==> config.mk <==
export PLATFORM = sky130hd
export DESIGN_NAME = debug_capture
export DESIGN_NICKNAME = d
export VERILOG_FILES = /design/src/rtl/debug_pkg.sv /design/src/rtl/bus_edge_det.sv /design/src/rtl/debug_capture.sv
export SDC_FILE = /design/constraint.sdc
export NUM_CORES = 1
export LEC_CHECK = 0
export CAP_MARGIN = 15
export CORE_UTILIZATION = 44
export CTS_CLUSTER_SIZE = 20
export DETAILED_ROUTE_END_ITERATION = 10
export HOLD_SLACK_MARGIN = 0.12
export PLACE_DENSITY = 0.77
export REMOVE_ABC_BUFFERS = 1
export SLEW_MARGIN = 5
export SYNTH_ARGS = -nofsm -noshare
export SYNTH_HDL_FRONTEND = slang
export SYNTH_SLANG_ARGS = --single-unit
==> constraint.sdc <==
create_clock -name i_clk -period 1.8 [get_ports i_clk]
set_clock_uncertainty 0.05 [all_clocks]
set_input_delay 0.18 -clock i_clk [delete_from_list [all_inputs] [get_ports i_clk]]
set_output_delay 0.18 -clock i_clk [all_outputs]
set_load 0.01 [all_outputs]
==> src/rtl/debug_pkg.sv <==
// Shared types and constants for the Z80 debug capture block.
// Latency: n/a (declarations only).
// Backpressure: n/a (declarations only).
//
// Contents: trigger FSM state encoding, default snapshot line,
// v8_e status bit positions, and a saturating counter increment.
package debug_pkg;

  typedef enum logic [1:0] {
    ST_FREE  = 2'd0,
    ST_ARMED = 2'd1,
    ST_HELD  = 2'd2
  } trig_state_e;

  // Below the overlay rows, so a refresh never lands on a visible line.
  localparam logic [8:0]  SNAP_LINE_DEF = 9'd248;

  // Counters are 16 bits so they drop straight into a v16 field.
  localparam int          CNT_W   = 16;
  localparam logic [15:0] SAT_MAX = 16'hFFFF;

  // Bit positions inside the v8_e status byte.
  localparam int V8E_FREEZE_BIT = 0;
  localparam int V8E_ARMED_BIT  = 1;
  localparam int V8E_HIT_BIT    = 2;

  function automatic logic [15:0] sat_inc(input logic [15:0] v);
    return (v == SAT_MAX) ? v : v + 16'd1;
  endfunction

endpackage

==> src/rtl/bus_edge_det.sv <==
// One-shot event detector for a single Z80 bus condition.
// Latency: combinational pulse in the clk where the condition first appears.
// Backpressure: none; the condition is only sampled while i_cpuen is high.
//
// Ports: i_clk, i_rst (sync, active high), i_cpuen (bus sample enable),
//        i_cond (decoded strobe condition), o_evt (one pulse per bus cycle).
module bus_edge_det (
  input  logic i_clk,
  input  logic i_rst,
  input  logic i_cpuen,
  input  logic i_cond,
  output logic o_evt
);

  // Condition as seen at the previous cpuen sample, not the previous clk,
  // so a strobe held across many enable gaps still fires once.
  logic r_cond_q;

  always_ff @(posedge i_clk) begin
    if (i_rst) begin
      r_cond_q <= 1'b0;
    end else if (i_cpuen) begin
      r_cond_q <= i_cond;
    end
  end

  assign o_evt = i_cpuen & i_cond & ~r_cond_q;

endmodule

==> src/rtl/debug_capture.sv <==
// Z80 bus probe feeding the hex debug overlay: live shadows, per-frame display copy.
// Latency: display outputs update 1 clk after the snap clk or the trigger clk.
// Backpressure: none; the probe only observes the bus and never stalls it.
//
// Inputs : i_clk, i_rst (sync, active high), i_cpuen, i_a, i_din, i_dout,
//          i_mreq_n/i_iorq_n/i_rd_n/i_wr_n/i_m1_n, i_hc, i_vc, i_freeze,
//          i_trig_addr, i_trig_arm, i_trig_clear.
// Outputs: o_v16_a..o_v16_h, o_v8_a..o_v8_h (overlay fields), o_trig_hit.
// Build option: DEBUG_CAPTURE_TRIGGER_EN enables the breakpoint trigger FSM;
//               without it the block stays in FREE and the trigger fields read 0.
module debug_capture
  import debug_pkg::*;
#(
  parameter logic [8:0] SNAP_LINE = SNAP_LINE_DEF
) (
  input  logic        i_clk,
  input  logic        i_rst,
  input  logic        i_cpuen,
  input  logic [15:0] i_a,
  input  logic [7:0]  i_din,
  input  logic [7:0]  i_dout,
  input  logic        i_mreq_n,
  input  logic        i_iorq_n,
  input  logic        i_rd_n,
  input  logic        i_wr_n,
  input  logic        i_m1_n,
  input  logic [8:0]  i_hc,
  input  logic [8:0]  i_vc,
  input  logic        i_freeze,
  input  logic [15:0] i_trig_addr,
  input  logic        i_trig_arm,
  input  logic        i_trig_clear,
  output logic [15:0] o_v16_a,
  output logic [15:0] o_v16_b,
  output logic [15:0] o_v16_c,
  output logic [15:0] o_v16_d,
  output logic [15:0] o_v16_e,
  output logic [15:0] o_v16_f,
  output logic [15:0] o_v16_g,
  output logic [15:0] o_v16_h,
  output logic [7:0]  o_v8_a,
  output logic [7:0]  o_v8_b,
  output logic [7:0]  o_v8_c,
  output logic [7:0]  o_v8_d,
  output logic [7:0]  o_v8_e,
  output logic [7:0]  o_v8_f,
  output logic [7:0]  o_v8_g,
  output logic [7:0]  o_v8_h,
  output logic        o_trig_hit
);

  // ---------------- bus event detection ----------------
  logic w_ev_fetch, w_ev_mwr, w_ev_iord, w_ev_iowr;

  // Interrupt acknowledge drives IORQ with M1 low; it is not an I/O read.
  bus_edge_det u_det_fetch (.i_clk(i_clk), .i_rst(i_rst), .i_cpuen(i_cpuen),
    .i_cond(~i_m1_n & ~i_mreq_n & ~i_rd_n), .o_evt(w_ev_fetch));
  bus_edge_det u_det_mwr   (.i_clk(i_clk), .i_rst(i_rst), .i_cpuen(i_cpuen),
    .i_cond(~i_mreq_n & ~i_wr_n),           .o_evt(w_ev_mwr));
  bus_edge_det u_det_iord  (.i_clk(i_clk), .i_rst(i_rst), .i_cpuen(i_cpuen),
    .i_cond(~i_iorq_n & ~i_rd_n & i_m1_n),  .o_evt(w_ev_iord));
  bus_edge_det u_det_iowr  (.i_clk(i_clk), .i_rst(i_rst), .i_cpuen(i_cpuen),
    .i_cond(~i_iorq_n & ~i_wr_n),           .o_evt(w_ev_iowr));

  // ---------------- snapshot strobe ----------------
  logic w_snap_cond, r_snap_prev, w_snap;
  assign w_snap_cond = (i_vc == SNAP_LINE) && (i_hc == 9'd0);
  assign w_snap      = w_snap_cond & ~r_snap_prev;

  always_ff @(posedge i_clk) begin
    if (i_rst) r_snap_prev <= 1'b0;
    else       r_snap_prev <= w_snap_cond;
  end

  // ---------------- trigger FSM ----------------
  trig_state_e w_state;
  logic        w_hit;

`ifdef DEBUG_CAPTURE_TRIGGER_EN
  trig_state_e r_state, w_state_nxt;
  logic [15:0] r_hit_pc, r_since_hit;

  // Clear beats a same-clk hit, so the hit is qualified with ~clear.
  assign w_hit   = (r_state == ST_ARMED) & w_ev_fetch & (i_a == i_trig_addr) & ~i_trig_clear;
  assign w_state = r_state;

  always_ff @(posedge i_clk) begin
    if (i_rst) r_state <= ST_FREE;
    else       r_state <= w_state_nxt;
  end

  always_comb begin
    w_state_nxt = r_state;
    case (r_state)
      ST_FREE:  if (i_trig_arm && !i_trig_clear) w_state_nxt = ST_ARMED;
      ST_ARMED: if (i_trig_clear) w_state_nxt = ST_FREE;
                else if (w_hit) w_state_nxt = ST_HELD;
      ST_HELD:  if (i_trig_clear) w_state_nxt = ST_FREE;
      default:  w_state_nxt = ST_FREE;
    endcase
  end

  always_ff @(posedge i_clk) begin
    if (i_rst) begin
      r_hit_pc    <= 16'd0;
      r_since_hit <= 16'd0;
    end else if (i_trig_clear) begin
      r_since_hit <= 16'd0;
    end else if (w_hit) begin
      r_hit_pc    <= i_a;
      r_since_hit <= 16'd0;
    end else if ((r_state == ST_HELD) && w_snap) begin
      r_since_hit <= sat_inc(r_since_hit);
    end
  end

  assign o_trig_hit = (r_state == ST_HELD);
  assign o_v16_g    = r_hit_pc;
  assign o_v16_h    = r_since_hit;
`else
  logic w_unused_trig;
  assign w_unused_trig = ^{i_trig_addr, i_trig_arm, i_trig_clear};
  assign w_state    = ST_FREE;
  assign w_hit      = 1'b0;
  assign o_trig_hit = 1'b0;
  assign o_v16_g    = 16'd0;
  assign o_v16_h    = 16'd0;
`endif

  // ---------------- live shadows ----------------
  logic [15:0]      r_pc_s, r_mwa_s, r_ioa_r_s, r_ioa_w_s, r_frame_s;
  logic [7:0]       r_op_s, r_mwd_s, r_iod_r_s, r_iod_w_s;
  logic [CNT_W-1:0] r_m1cnt_s;

  always_ff @(posedge i_clk) begin
    if (i_rst) begin
      r_pc_s <= '0; r_op_s <= '0; r_mwa_s <= '0; r_mwd_s <= '0;
      r_ioa_r_s <= '0; r_iod_r_s <= '0; r_ioa_w_s <= '0; r_iod_w_s <= '0;
      r_m1cnt_s <= '0; r_frame_s <= '0;
    end else begin
      if (w_ev_fetch) begin r_pc_s <= i_a;    r_op_s <= i_din;     end
      if (w_ev_mwr)   begin r_mwa_s <= i_a;   r_mwd_s <= i_dout;   end
      if (w_ev_iord)  begin r_ioa_r_s <= i_a; r_iod_r_s <= i_din;  end
      if (w_ev_iowr)  begin r_ioa_w_s <= i_a; r_iod_w_s <= i_dout; end
      // The per-frame M1 count restarts at snap; a fetch in that clk is
      // the first one of the new frame.
      if (w_snap)          r_m1cnt_s <= w_ev_fetch ? 16'd1 : 16'd0;
      else if (w_ev_fetch) r_m1cnt_s <= sat_inc(r_m1cnt_s);
      if (w_snap)          r_frame_s <= r_frame_s + 16'd1;
    end
  end

  // ---------------- display registers ----------------
  logic [15:0] r_pc_d, r_mwa_d, r_ioa_r_d, r_ioa_w_d, r_m1cnt_d, r_frame_d;
  logic [7:0]  r_op_d, r_mwd_d, r_iod_r_d, r_iod_w_d;
  logic        r_freeze_q, w_copy;

  assign w_copy = w_snap & (w_state == ST_FREE) & ~i_freeze;

  always_ff @(posedge i_clk) begin
    if (i_rst) begin
      r_pc_d <= '0; r_op_d <= '0; r_mwa_d <= '0; r_mwd_d <= '0;
      r_ioa_r_d <= '0; r_iod_r_d <= '0; r_ioa_w_d <= '0; r_iod_w_d <= '0;
      r_m1cnt_d <= '0; r_frame_d <= '0; r_freeze_q <= 1'b0;
    end else begin
      r_freeze_q <= i_freeze;
      if (w_hit || w_copy) begin
        r_mwa_d   <= r_mwa_s;   r_mwd_d   <= r_mwd_s;
        r_ioa_r_d <= r_ioa_r_s; r_iod_r_d <= r_iod_r_s;
        r_ioa_w_d <= r_ioa_w_s; r_iod_w_d <= r_iod_w_s;
        r_m1cnt_d <= r_m1cnt_s;
      end
      if (w_hit) begin
        // The breakpoint fetch itself has not reached the shadows yet.
        r_pc_d    <= i_a;
        r_op_d    <= i_din;
        r_frame_d <= r_frame_s;
      end else if (w_copy) begin
        r_pc_d    <= r_pc_s;
        r_op_d    <= r_op_s;
        // Show the count including the frame boundary being taken now.
        r_frame_d <= r_frame_s + 16'd1;
      end
    end
  end

  logic [7:0] w_v8_e;
  always_comb begin
    w_v8_e                 = 8'h00;
    w_v8_e[V8E_FREEZE_BIT] = r_freeze_q;
    w_v8_e[V8E_ARMED_BIT]  = (w_state == ST_ARMED);
    w_v8_e[V8E_HIT_BIT]    = (w_state == ST_HELD);
  end

  assign o_v16_a = r_pc_d;
  assign o_v16_b = r_mwa_d;
  assign o_v16_c = r_ioa_r_d;
  assign o_v16_d = r_ioa_w_d;
  assign o_v16_e = r_m1cnt_d;
  assign o_v16_f = r_frame_d;
  assign o_v8_a  = r_op_d;
  assign o_v8_b  = r_mwd_d;
  assign o_v8_c  = r_iod_r_d;
  assign o_v8_d  = r_iod_w_d;
  assign o_v8_e  = w_v8_e;
  assign o_v8_f  = 8'h00;
  assign o_v8_g  = 8'h00;
  assign o_v8_h  = 8'h00;

endmodule

==> impl_metrics.toml <==
[outcome]
run_status = "finished clean"

[logic_synthesis]
syn-instance-count = 1267
synth_top_area_share_pct = 52.0
synthesis.yosys.warnings = 0
synth.top_cells.by_count = "429 x nand2_1, 262 x dfxtp_1, 215 x a21oi_1, 67 x clkbuf_1, 66 x buf_4"
yosys-top-cells-area = "dfxtp_1 52%, nand2_1 16%, a21oi_1 11%, buf_4 4.9%, clkbuf_1 2.5%"
synth.yosys.seq_area_share_pct = 52.0
most_common_flop_cell_mapped_by_yosys = "dfxtp_1"
post_synth_instance_area_mm2 = 0.0101
number_of_enable_flip_flop_cells_after_synthesis = 0
syn_area_per_cell_um2 = 7.97
yosys_register_bits = 262
synth-async-reset-ratio_pct = 0
synth_most_common_cell = "nand2_1"
synth_top_area_cell = "dfxtp_1"
post_synth_num_cell_types = 38

[global_routing]
globalRoute.busiestLayer = "met2"
met2_demand_to_capacity_share_in_global_routing_pct = 35.3
grt_pass1_wl_mm = 40.5
track_usage_pct = 20.6
overflow = 0
grt_start_max_net_pins = 88
global_route.usage.met3_pct = 3.71
groute.layer.met1.usage_pct = 27.0
first_global_vias = 8215
number_of_antenna_violations_at_the_first_check_in_global_routing = 0

[place]
port_buffers = 187
gpl.final_weighted_congestion = 0.804
detailedPlace.worstSlack_ns = -0.464
hpwl_mm = 16.1
placed_cells_incl_taps = 1724

[finish]
layout-area-overhead-vs-synth_pct = 32.8
utilization_pct = 59.4
proportion_of_layout_cells_with_a_drive_suffix_above_1_pct = 9.06
layout.cells.non_filler = 1775
antenna_cells = 0
final_nets = 1552

[timing]
report.final.hold_viol_count = 0
maxClockFrequency_mhz = 558
setup_total_negative_slack_ns = 0
hold_ws_ns = 0.197
finalWorstPathRequiredPeriod_ns = 1.79
timing.final.setup_violations = 0
finalMaxSlewViolations = 0
setup_ws_ns = 0.00731
layout_worst_path_cycle_share_pct = 99.6

[worst_setup_path]
critical-path-max-stage-delay_ns = 0.57
r2r-end = "r_m1cnt_s[9]"
cp.required_ns = 2.16
timing.critical_path.fanout_max = 6
startpoint_type = "flop"
crit_path_top_delay_cell = "or4_1"
crit_arrival_ns = 2.15
critPathKind = "flop to flop"
worst_r2r_path_depth = 5
setup.reg_to_reg.worst_slack_ns = 0.007
critical_path.reg2reg.startpoint = "r_m1cnt_s[13]"
worstPathCellList = "nand4_1 > or4_1 > o211ai_1 > xor2_1 > nor2_1"
endpoint_kind = "flop"

[clock_tree]
cts_made_buffers = 27
clock_path_buffers = 3
worst_setup_hold_path_clk_slew_ns = 0.06
numClockSinks = 262
tritoncts_clock_tree = "built"
h-tree-depth = 1
clkLatencyLatePin_ns = 0.52
root_buffer = "clkbuf_16"

[power]
power.ir.vdd_worst_mv = 0.567
switchingPower_mw = 2.55
cellLeakagePower_nw = 4.64
power_per_cell_area_mw_per_mm2 = 870
power.internal_mw = 9.11
pwr-share-clk_pct = 44.7
seq_power_share_pct = 50.5
comb_power_share_pct = 4.7
switching_share_of_total_power_pct = 21.9

[detailed_routing]
vias = 8876
drc = 0
ant_nets = 0
totalWireLength_mm = 25.1
detail_route.iter0.violations = 494
route.detailed.wl_per_inst_um = 14.1
firstDrtPassIters = 5
vias_per_cell = 5.00

[floorplan]
fp.coreArea_mm2 = 0.0226
dieHeight_um = 153
num_rows = 55
start_util_pct = 44.7
fp.dieW_um = 153
die-area_mm2 = 0.0236
io_pins = 270

[min_path]
holdPathStages = 3
type_of_the_tightest_min_delay_check = "input pin to flop"
hold_path_startpoint = "i_dout[0]"
worst_hold_path.endpoint = "r_mwd_s[0]"

[job]
maxCapViolCount = 0
-- logic make-up (layout without fill, tap and decap cells) --
| group | Yosys count | after routing | share of synthesized area (%) |
|---|---|---|---|
| XOR/XNOR | 36 | 36 | 3.12 |
| AO/OA/AOI/OAI | 241 | 241 | 12.5 |
| multiplexers | 4 | 4 | 0.397 |
| adder cells (fa/ha/maj) | 2 | 2 | 0.248 |
| flip-flops | 262 | 262 | 52.0 |
| buffers and inverters | 149 | 309 | 8.17 |
| AND/OR/NAND/NOR | 572 | 572 | 23.6 |
| other | 1 | 64 | 0.0372 |
-- stage by stage --
| stage | power (mW) | instance area [um^2] |
|---|---|---|
| after global routing | 12.1 | 13400 |
| after detailed placement | 6.57 | 12500 |
| after global placement | 6.56 | 12500 |
| final | 11.7 | 13400 |
| after CTS | 11.8 | 13300 |
| after floorplan | 6.20 | 9510 |
-- routing by layer --
metal	share of wire, %	wire [um]
met1	44	11100
met2	49	12200
met3	5.4	1360
met4	1.7	428
met5	0	0
-- placed cells by master, fill, tap and decap left out, types with 7 or more instances in the layout --
master	synthesis	layout
nor3_1	11	8
a21oi_1	215	215
nor2_1	57	56
or3_1	7	7
nand2_1	429	429
a211oi_1	15	14
dfxtp_1	262	260
clkbuf_8	0	7
buf_12	0	14
nand4_1	12	12
xnor2_1	16	16
nand3_1	24	24
conb_1	1	64
clkdlybuf4s50_1	0	186
buf_4	66	56
xor2_1	20	20
clkbuf_16	0	28
-- repair_timing --
action                                  4_1_cts  5_1_grt
pin swaps                                     0        4
endpoints found under the setup margin        1      109
hold buffers                                  1        0
hold endpoints to repair                     29        0
gates resized for setup                       1       13
buffers inserted                              0        3
gates cloned                                  0        1
-- area by class of cell --
class,count,area [um^2]
Sequential cell,262,5250
Fill cell,1983,9160
Tap cell,285,357
Clock buffer,39,791
Inverter,2,7.51
Multi-Input combinational cell,919,4330
Timing Repair Buffer,261,2630
Clock inverter,7,41.3
-- worst max path at each step --
| stage | startpoint | endpoint | slack [ns] | cells after the start |
|---|---|---|---|---|
| 2_1_floorplan | i_hc[5] | o_v16_f[0] | -2.76 | 4 |
| 3_3_place_gp | i_hc[5] | o_v16_f[6] | -0.39 | 9 |
| 3_5_place_dp | i_hc[5] | o_v16_f[5] | -0.46 | 9 |
| 4_1_cts | r_frame_s[0] | r_frame_s[14] | 0.01 | 6 |
| 5_1_grt | r_m1cnt_s[13] | r_m1cnt_s[9] | -0.04 | 5 |
| 6_report | r_m1cnt_s[13] | r_m1cnt_s[9] | 0.007 | 5 |
-- worst max-delay path: cells and delay by family (launching register included) --
kind / cells / cell delay (ns)
AOI/OAI and AO/OA: 1 / 0.24
xor gates and xnor gates: 1 / 0.18
DFF: 1 / 0.40
and+or+nand+nor: 3 / 0.82
-- flip-flops by register name, indices dropped and copies added, names as in the netlist, 16 cells and up --
name       cells
o_v16_a       16
o_v16_b       16
o_v16_c       16
o_v16_d       16
o_v16_e       16
o_v16_f       16
r_frame_s     16
r_ioa_r_s     16
r_ioa_w_s     16
r_m1cnt_s     16
r_mwa_s       16
r_pc_s        16
-- power by group through the flow --
stage,sequential [mW],combinational (mW),clock [mW]
floorplan,6.01,0.182,0
finish,5.89,0.553,5.22
global placement,6.02,0.540,0
CTS,5.89,0.550,5.35
global route,5.90,0.606,5.59
detailed placement,6.02,0.546,0
Note: power is estimated with default switching activity, not from simulation.
